--- config.mk ---
export PLATFORM = sky130hd
export DESIGN_NAME = uart_rx_16x_flat
export DESIGN_NICKNAME = d
export VERILOG_FILES = /design/src/rtl/uart_pkg.sv /design/src/rtl/uart_rx_16x_if.sv /design/src/rtl/rx_sync.sv /design/src/rtl/uart_rx_16x.sv /design/src/flat_wrapper.sv
export SDC_FILE = /design/constraint.sdc
export NUM_CORES = 1
export LEC_CHECK = 0
export CORE_MARGIN = 4
export CORE_UTILIZATION = 50
export CTS_CLUSTER_DIAMETER = 50
export DETAILED_ROUTE_END_ITERATION = 6
export HOLD_SLACK_MARGIN = 0.02
export MAX_ROUTING_LAYER = met4
export PLACE_DENSITY_LB_ADDON = 0.08
export SYNTH_ARGS = -nofsm -noshare
export SYNTH_HDL_FRONTEND = slang
export SYNTH_HIERARCHICAL = 1
export SYNTH_SLANG_ARGS = --single-unit
--- constraint.sdc ---
create_clock -name clk -period 2 [get_ports clk]
set_input_delay 0.3 -clock clk [delete_from_list [all_inputs] [get_ports clk]]
set_output_delay 0.3 -clock clk [all_outputs]
set_load 0.01 [all_outputs]
--- src/rtl/uart_pkg.sv ---
// Shared types and constants for the 16x-oversampling UART receiver.
package uart_pkg;

    localparam int unsigned CNT_W = 4;

    typedef enum logic [2:0] {
        IDLE   = 3'd0,
        START  = 3'd1,
        DATA   = 3'd2,
        PARITY = 3'd3,
        STOP   = 3'd4
    } rx_state_e;

    // Tick positions within a bit: three mid-bit samples and the wrap point.
    localparam logic [CNT_W-1:0] SAMPLE_A = CNT_W'(7);
    localparam logic [CNT_W-1:0] SAMPLE_B = CNT_W'(8);
    localparam logic [CNT_W-1:0] SAMPLE_C = CNT_W'(9);
    localparam logic [CNT_W-1:0] CNT_LAST = CNT_W'(15);

    function automatic logic maj3(input logic a, input logic b, input logic c);
        return (a & b) | (a & c) | (b & c);
    endfunction

endpackage

--- src/rtl/uart_rx_16x_if.sv ---
// Downstream valid/ready byte interface of the UART receiver.
interface uart_rx_16x_if #(
    parameter int unsigned DATA_BITS = 8
) ();
    logic [DATA_BITS-1:0] rx_data;
    logic                 rx_valid;
    logic                 rx_ready;

    modport master (output rx_data, output rx_valid, input rx_ready);
    modport slave  (input rx_data, input rx_valid, output rx_ready);
endinterface

--- src/rtl/rx_sync.sv ---
// rx line synchroniser and rising-edge tick detect on the 16x baud enable.
module rx_sync #(
    parameter int unsigned SYNC_STAGES = 2
) (
    input  logic clk,
    input  logic rst,
    input  logic clk_16bd,
    input  logic rx,
    output logic rx_s,
    output logic tick_c
);

    logic [SYNC_STAGES-1:0] sync_q, sync_d;
    logic                   clk_16bd_q, clk_16bd_d;

    always_comb begin
        sync_d     = {sync_q[SYNC_STAGES-2:0], rx};
        clk_16bd_d = clk_16bd;
    end

    // Synchroniser resets to the idle-high line level.
    always_ff @(posedge clk or negedge rst) begin
        if (!rst) begin
            sync_q     <= '1;
            clk_16bd_q <= 1'b0;
        end else begin
            sync_q     <= sync_d;
            clk_16bd_q <= clk_16bd_d;
        end
    end

    assign rx_s   = sync_q[SYNC_STAGES-1];
    assign tick_c = clk_16bd & ~clk_16bd_q;

endmodule

--- src/rtl/uart_rx_16x.sv ---
// UART receiver: 16x oversampled, majority-vote bit decode, one-entry output register.
module uart_rx_16x
    import uart_pkg::*;
#(
    parameter int unsigned DATA_BITS   = 8,
    parameter int unsigned PARITY_EN   = 0,
    parameter int unsigned PARITY_ODD  = 0,
    parameter int unsigned SYNC_STAGES = 2
) (
    input  logic          clk,
    input  logic          rst,
    input  logic          clk_16bd,
    input  logic          rx,
    uart_rx_16x_if.master rx_if,
    output logic          busy,
    output logic          frame_err,
    output logic          parity_err,
    output logic          overrun
);

    localparam int unsigned BIT_W  = $clog2(DATA_BITS + 1);
    localparam logic        PAR_ON = (PARITY_EN != 0);
    localparam logic        ODD    = (PARITY_ODD != 0);

    logic rx_s;
    logic tick_c;

    rx_sync #(.SYNC_STAGES(SYNC_STAGES)) u_rx_sync (
        .clk      (clk),
        .rst      (rst),
        .clk_16bd (clk_16bd),
        .rx       (rx),
        .rx_s     (rx_s),
        .tick_c   (tick_c)
    );

    rx_state_e              state_q, state_d;
    logic [CNT_W-1:0]       cnt_q, cnt_d;
    logic                   armed_q, armed_d;
    logic [1:0]             samp_q, samp_d;
    logic [BIT_W-1:0]       bits_q, bits_d;
    logic [DATA_BITS-1:0]   shreg_q, shreg_d;
    logic                   pmis_q, pmis_d;
    logic [DATA_BITS-1:0]   data_q, data_d;
    logic                   valid_q, valid_d;
    logic                   busy_q, busy_d;
    logic                   ferr_q, ferr_d;
    logic                   perr_q, perr_d;
    logic                   ovr_q, ovr_d;

    logic maj_c;
    logic decide_c;
    logic wrap_c;
    logic deliver_c;

    always_comb begin
        state_d   = state_q;
        cnt_d     = cnt_q;
        armed_d   = armed_q;
        samp_d    = samp_q;
        bits_d    = bits_q;
        shreg_d   = shreg_q;
        pmis_d    = pmis_q;
        data_d    = data_q;
        valid_d   = valid_q;
        ferr_d    = 1'b0;
        perr_d    = 1'b0;
        ovr_d     = 1'b0;
        deliver_c = 1'b0;

        maj_c    = maj3(samp_q[1], samp_q[0], rx_s);
        decide_c = tick_c && (cnt_q == SAMPLE_C);
        wrap_c   = tick_c && (cnt_q == CNT_LAST);

        // Bit-time counter and the two early samples of the majority vote.
        if (state_q != IDLE && tick_c) begin
            cnt_d = cnt_q + CNT_W'(1);
            if (cnt_q == SAMPLE_A) samp_d[1] = rx_s;
            if (cnt_q == SAMPLE_B) samp_d[0] = rx_s;
        end

        case (state_q)
            IDLE: begin
                if (rx_s) armed_d = 1'b1;
                if (tick_c && armed_q && !rx_s) begin
                    state_d = START;
                    cnt_d   = '0;
                    armed_d = 1'b0;
                end
            end
            START: begin
                if (decide_c && maj_c) begin
                    state_d = IDLE;
                end else if (wrap_c) begin
                    state_d = DATA;
                    bits_d  = '0;
                    pmis_d  = 1'b0;
                end
            end
            DATA: begin
                if (decide_c) begin
                    shreg_d = {maj_c, shreg_q[DATA_BITS-1:1]};
                    bits_d  = bits_q + BIT_W'(1);
                end
                if (wrap_c && bits_q == BIT_W'(DATA_BITS)) begin
                    state_d = PAR_ON ? PARITY : STOP;
                end
            end
            PARITY: begin
                if (decide_c) pmis_d = maj_c ^ (^shreg_q) ^ ODD;
                if (wrap_c) state_d = STOP;
            end
            STOP: begin
                // Finish at mid stop bit so the next start edge is not missed.
                if (decide_c) begin
                    state_d = IDLE;
                    if (!maj_c)      ferr_d    = 1'b1;
                    else if (pmis_q) perr_d    = 1'b1;
                    else             deliver_c = 1'b1;
                end
            end
            default: state_d = IDLE;
        endcase

        if (valid_q && rx_if.rx_ready) valid_d = 1'b0;
        if (deliver_c) begin
            if (!valid_q || rx_if.rx_ready) begin
                data_d  = shreg_q;
                valid_d = 1'b1;
            end else begin
                ovr_d = 1'b1;
            end
        end

        busy_d = (state_d != IDLE);
    end

    always_ff @(posedge clk or negedge rst) begin
        if (!rst) begin
            state_q <= IDLE;
            cnt_q   <= '0;
            armed_q <= 1'b0;
            samp_q  <= '0;
            bits_q  <= '0;
            shreg_q <= '0;
            pmis_q  <= 1'b0;
            data_q  <= '0;
            valid_q <= 1'b0;
            busy_q  <= 1'b0;
            ferr_q  <= 1'b0;
            perr_q  <= 1'b0;
            ovr_q   <= 1'b0;
        end else begin
            state_q <= state_d;
            cnt_q   <= cnt_d;
            armed_q <= armed_d;
            samp_q  <= samp_d;
            bits_q  <= bits_d;
            shreg_q <= shreg_d;
            pmis_q  <= pmis_d;
            data_q  <= data_d;
            valid_q <= valid_d;
            busy_q  <= busy_d;
            ferr_q  <= ferr_d;
            perr_q  <= perr_d;
            ovr_q   <= ovr_d;
        end
    end

    assign rx_if.rx_data  = data_q;
    assign rx_if.rx_valid = valid_q;
    assign busy           = busy_q;
    assign frame_err      = ferr_q;
    assign parity_err     = perr_q;
    assign overrun        = ovr_q;

endmodule

--- src/flat_wrapper.sv ---
// flat-port wrapper written by rule: the top's interface ports become plain ports
module uart_rx_16x_flat import uart_pkg::*;
#(
    parameter int unsigned DATA_BITS   = 8,
    parameter int unsigned PARITY_EN   = 0,
    parameter int unsigned PARITY_ODD  = 0,
    parameter int unsigned SYNC_STAGES = 2
)
  (clk, rst, clk_16bd, rx, busy, frame_err, parity_err, overrun, rx_if_rx_data, rx_if_rx_valid, rx_if_rx_ready);
  uart_rx_16x_if #(.DATA_BITS(DATA_BITS)) rx_if_i ();
  input  logic clk;
  input  logic rst;
  input  logic clk_16bd;
  input  logic rx;
  output logic busy;
  output logic frame_err;
  output logic parity_err;
  output logic overrun;
  output wire logic [$bits(rx_if_i.rx_data)-1:0] rx_if_rx_data;
  output wire logic [$bits(rx_if_i.rx_valid)-1:0] rx_if_rx_valid;
  input wire logic [$bits(rx_if_i.rx_ready)-1:0] rx_if_rx_ready;
  assign rx_if_rx_data = rx_if_i.rx_data;
  assign rx_if_rx_valid = rx_if_i.rx_valid;
  assign rx_if_i.rx_ready = rx_if_rx_ready;
  uart_rx_16x #(.DATA_BITS(DATA_BITS), .PARITY_EN(PARITY_EN), .PARITY_ODD(PARITY_ODD), .SYNC_STAGES(SYNC_STAGES)) u_core (.clk(clk), .rst(rst), .clk_16bd(clk_16bd), .rx(rx), .rx_if(rx_if_i), .busy(busy), .frame_err(frame_err), .parity_err(parity_err), .overrun(overrun));
endmodule
Yosys cells after proc, flatten, opt, wreduce, memory -nomap -nowiden
Cells that the tools add are included.
{"block": "op_classes", "reduce_logical": 25, "bitwise": 8, "addsub": 2, "n_eq_ne": 13, "n_mux": 36}
{"cell": "$mux W4", "count": 6}
{"cell": "$mux W1", "count": 21}
{"cell": "$mux W3", "count": 6}
{"cell": "$eq A4 B4 Y1 const B", "count": 4}
{"cell": "$pmux W3 S5", "count": 1}
{"cell": "$reduce_and A2 Y1", "count": 5}
{"cell": "$add A4 B1 Y4 const B", "count": 2}
{"cell": "$logic_and A1 B1 Y1", "count": 8}
{"cell": "$pmux W4 S2", "count": 1}
{"cell": "$reduce_and A4 Y1", "count": 2}
{"cell": "$reduce_xor A8 Y1", "count": 1}
{"cell": "$eq A3 B2 Y1 const B", "count": 2}
{"cell": "$ne A2 B1 Y1 const B", "count": 3}
{"cell": "$reduce_bool A2 Y1", "count": 3}
{"cell": "$reduce_bool A3 Y1", "count": 2}
{"cell": "$and A1 B1 Y1", "count": 4}
{"cell": "$eq A4 B3 Y1 const B", "count": 1}
{"cell": "$eq A3 B1 Y1 const B", "count": 1}
{"cell": "$eq A3 B3 Y1 const B", "count": 1}
{"cell": "$logic_not A3 Y1", "count": 1}
{"cell": "$logic_not A1 Y1", "count": 2}
{"cell": "$ne A2 B2 Y1 const B", "count": 1}
{"cell": "$or A1 B1 Y1", "count": 2}
{"cell": "$pmux W1 S2", "count": 1}
{"cell": "other kinds (3)", "count": 3}
{"block": "totals", "out_inout_bits": 13, "register_bits": 39, "wordCells": 100, "in_bits": 5}

Depth between registers and ports, before layout
{"block": "depth", "depth_word": 7, "ltp_mapped": 8, "ltp_nobuf": 6}

Hierarchy
The synthesis kept the hierarchy.
{"mod": "uart_rx_16x", "area_each_um2": 1771.7, "instances": 1, "seq_area_each_um2": 900.9, "cells_each": 150}
{"mod": "rx_sync", "area_each_um2": 91.3, "instances": 1, "seq_area_each_um2": 77.6, "cells_each": 4}

Worst setup path before layout
Ideal clock, no wire load.
{"block": "synth_path", "path_type": "flip-flop to flip-flop", "from": "register u_core.u_rx_sync.clk_16bd_q", "to": "register u_core.data_q[0] (netlist: u_core/rx_if.rx_data[0])", "t_arrival_ns": 1.752, "path_stages_with_launch": 9, "t_required_ns": 1.875, "path_buffers": 3, "period_less_slack_ns": 1.877, "slack_ns": 0.123, "path_cell_list": "dfrtp_1 > nor2b_4 > buf_2 > and4b_1 > buf_6 > and3_4 > and4b_1 > buf_6 > mux2_4"}
{"block": "synth_between", "elab_chain_len": 6}
{"item": "start, declared", "line_no": "rx_sync.sv:14", "source": "logic clk_16bd_q, clk_16bd_d;"}
{"item": "start signal, assigned", "line_no": "rx_sync.sv:28", "source": "clk_16bd_q <= clk_16bd_d;"}
{"item": "$not A1 Y1", "line_no": "rx_sync.sv:33", "source": "assign tick_c = clk_16bd & ~clk_16bd_q;"}
{"item": "$and A1 B1 Y1", "line_no": "rx_sync.sv:33"}
{"item": "named net u_core.tick_c", "line_no": "uart_rx_16x.sv:26", "source": "logic tick_c;"}
{"item": "$logic_and A1 B1 Y1", "line_no": "uart_rx_16x.sv:72", "source": "decide_c = tick_c && (cnt_q == SAMPLE_C);"}
{"item": "$mux W1", "line_no": "uart_rx_16x.sv:115", "source": "if (decide_c) begin"}
{"item": "$mux W1", "line_no": "uart_rx_16x.sv:82", "source": "case (state_q)"}
{"item": "$reduce_and A2 Y1 (no line)"}
{"item": "end signal, assigned", "line_no": "uart_rx_16x.sv:161", "source": "data_q <= data_d;"}
{"item": "end, declared", "line_no": "uart_rx_16x.sv:44", "source": "logic [DATA_BITS-1:0] data_q, data_d;"}
The timed path passes the listed nets, and every way through them passes these cells.
A chain may end at the register's enable or synchronous reset.

Worst setup path after layout
{"block": "layout_path", "from": "register u_core.cnt_q[1]", "to": "register u_core.data_q[1] (netlist: u_core/rx_if.rx_data[1])"}
{"block": "layout_between", "elab_chain_len": 5}
{"item": "start, declared", "line_no": "uart_rx_16x.sv:38", "source": "logic [CNT_W-1:0] cnt_q, cnt_d;"}
{"item": "start signal, assigned", "line_no": "uart_rx_16x.sv:155", "source": "cnt_q <= cnt_d;"}
{"item": "$eq A4 B4 Y1", "line_no": "uart_rx_16x.sv:72"}
{"item": "$logic_and A1 B1 Y1", "line_no": "uart_rx_16x.sv:72"}
{"item": "$mux W1", "line_no": "uart_rx_16x.sv:115"}
{"item": "$mux W1", "line_no": "uart_rx_16x.sv:82"}
{"item": "$reduce_and A2 Y1 (no line)"}
No other way between the ends.

==> flow_metrics.py <==
metrics = {
    "final_layout": {
        "regArea_um2": 978,
        "multiInputGateArea_um2": 815,
        "mostFrequentLayoutCell": "dfrtp_1",
        "layout-drive-gt1-share": 0.242,
        "utilization": 0.649,
        "final_cell_count_no_fill": 228,
        "fill_cells": 299,
        "nets": 191,
        "area_growth_pct": 20.8,
        "final_cell_mix": "dfrtp_1 (37), clkdlybuf4s50_1 (16), mux2_2 (10)",
        "num_antenna_cells": 0,
        "design_area_um2": 2250,
    },
    "critical_path": {
        "critPathMaxFanout": 8,
        "regToRegStartpoint": "u_core/cnt_q[1]",
        "slowest_delay_ns": 0.41,
        "cp-start-kind": "flip-flop",
        "path_buf_inv": 2,
        "path_delay_family": "simple AND/OR/NAND/NOR gates",
        "endpoint_kind": "flip-flop",
        "crit_start": "u_core/cnt_q[1]",
        "required_ns": 2.18,
        "path_cells": "inv_1, ha_1, and4b_1, and3_4, and4b_1, buf_12, mux2_4",
        "crit_arrival_ns": 2.07,
        "cpMostUsedCell": "and4b_1",
        "worst-setup-path-type": "reg -> reg",
        "crit_slowest_cell": "dfrtp_1",
    },
    "timing": {
        "timing.final.ws_setup_ns": 0.104,
        "fin_crit_sh": 0.948,
        "clock_skew_ns": 0.00906,
        "setup_viol": 0,
        "rsz0062_at_grt": "false",
        "slew_viol_final": 0,
        "slew_headroom": 0.442,
        "final-hold-violation-count": 0,
        "fmax_ghz": 0.527,
        "finalSetupTns_ns": 0,
        "hold_ws_ns": 0.105,
        "final.min_clock_period_ns": 1.90,
        "worstMarginPinSlew_ns": 0.837,
    },
    "synthesis": {
        "yosys.area.top_type_share": 0.497,
        "yosys.area.top_type": "dfrtp_1",
        "yosysWarnings": 6,
        "synth_area_leaders": "dfrtp_1 (50%), mux2_4 (6.4%), mux2_2 (6.0%), ha_1 (3.4%), dfstp_2 (2.8%)",
        "synth_area_per_cell_um2": 12.1,
        "seq_area_frac_synth": 0.525,
        "syn-num-nets": 164,
        "synth_edf_count": 0,
        "synth-seq-cells": 39,
        "synthArstFlopShare": 1.00,
        "synth_flop_cell": "dfrtp_1",
        "yosysUniqueCellTypes": 37,
        "syn-cell-area_um2": 1860,
        "syn_inst": 154,
    },
    "grt": {
        "gr-usage-all-layers": 0.163,
        "grt_pass1_vias": 1222,
        "antenna_found_initial": 0,
        "globalRouteOverflowTotal": 0,
        "grt_pass1_wl_mm": 6.02,
        "grt_max_degree": 40,
    },
    "power_and_ir_drop": {
        "ir_worst_vdd_mv": 0.728,
        "p_leak_nw": 1.06,
        "powerDensity_nw_per_um2": 880,
        "power_mw": 1.98,
    },
    "hold_path": {
        "hold_path.class": "in -> async",
    },
    "floorplan": {
        "start_util": 0.537,
        "die-area_um2": 4770,
        "ioPinCount": 18,
        "core_um2": 3470,
        "chipHeight_um": 69.0,
        "fp-row-count": 21,
        "die_x_um": 69.0,
    },
    "detailed_routing": {
        "routed_via_density": 5.26,
        "drt-initial-drc-count": 47,
        "drtAntennaViolNets": 0,
        "totalWireLength_mm": 3.41,
        "wl_per_cell_um": 15.0,
        "dr.pass1.iters": 4,
        "route.detailed.drc": 0,
        "vias": 1199,
    },
    "placed_design": {
        "dpl_worst_slack_ns": -0.176,
        "io_buffers": 17,
        "gp_congestion": 0.804,
        "hpwl_mm": 2.40,
        "postPlaceCellArea_um2": 2140,
        "place_inst": 220,
    },
    "clock_network": {
        "htreeDepth": 2,
        "cts_tree": "built",
        "cts_resized": 0,
        "hold_buffers": 0,
        "clk_path_buf_depth": 2,
        "cts_sinks": 39,
        "worstSkewPairLatency_ns": 0.29,
        "path_clk_slew_ns": 0.08,
        "cts_root_buf": "clkbuf_8",
        "cts_setup_buffers": 0,
        "numCtsBuffers": 5,
    },
    "flow_run": {
        "maxCapViolCount": 0,
    },
    "status": {
        "status": "finished, final reports clean",
    },
}
[metal layers]
metal  vias up  global-route usage  part of all wire
li1        582                   -                 -
met1       591               0.216              0.48
met2        20               0.234              0.46
met3         6              0.0422             0.039
met4         0              0.0781             0.021
met5         -                   -                 0
[kinds of logic (layout without fill, tap and decap cells)]
kind of cell | count (synthesis) | after routing | share of synthesized area
fa+ha+maj | 6 | 6 | 0.0390
mux | 18 | 18 | 0.125
buf+inv | 12 | 40 | 0.0376
flops | 39 | 39 | 0.525
compound gates | 15 | 15 | 0.0477
simple gates | 53 | 53 | 0.167
xor+xnor | 11 | 11 | 0.0591
[area by class of cell]
class	count	share of cell area
inverters	4	0.00667
clock inverters	3	0.0195
clock buffers	5	0.0306
repair buffers	28	0.121
multi-input cells	103	0.362
flip-flops and latches	39	0.435
well taps	46	0.0256
[cell usage after synthesis (2+ instances only)]
library cell and number:
a21oi_1 3, and3_1 4, and4b_1 2, buf_2 2
buf_6 3, clkbuf_1 3, dfrtp_1 37, dfstp_2 2
ha_1 5, inv_1 4, mux2_2 10, mux2_4 8
nand2_1 9, nand2b_1 2, nand3_1 5, nand3b_1 3
nand4_1 3, nor2_1 9, nor2b_1 4, nor3_1 3
nor3b_1 2, o21ai_0 8, xnor2_1 6, xor2_1 4
[flip-flops by register name, indices dropped and copies added, names as in the netlist]
name,flops
u_core/rx_if.rx_data,8
u_core/shreg_q,8
u_core/bits_q,4
u_core/cnt_q,4
u_core/state_q,3
u_core/samp_q,2
u_core/u_rx_sync/sync_q,2
u_core/armed_q,1
u_core/busy,1
u_core/frame_err,1
u_core/overrun,1
u_core/parity_err,1
u_core/pmis_q,1
u_core/rx_if.rx_valid,1
u_core/u_rx_sync/clk_16bd_q,1
[final timing paths]
path                       slack (ns)                    endpoint  cells past startpoint
setup / recovery                 0.10     u_core/rx_if.rx_data[1]                      7
hold / removal                   0.10               u_core/pmis_q                      1
setup reg to reg                 0.10     u_core/rx_if.rx_data[1]                      7
hold reg to reg                  0.36  u_core/u_rx_sync/sync_q[1]                      0
max in group asynchronous        1.37              u_core/armed_q                      1
min in group clk                 0.36  u_core/u_rx_sync/sync_q[1]                      0
[power breakdown]
| group | internal [mW] | switching [mW] | total [mW] |
|---|---|---|---|
| Sequential | 0.872 | 0.0583 | 0.930 |
| Combinational | 0.192 | 0.213 | 0.405 |
| Clock | 0.371 | 0.274 | 0.645 |
| Total | 1.43 | 0.545 | 1.98 |
No activity file was read; power rests on OpenSTA's default activity.
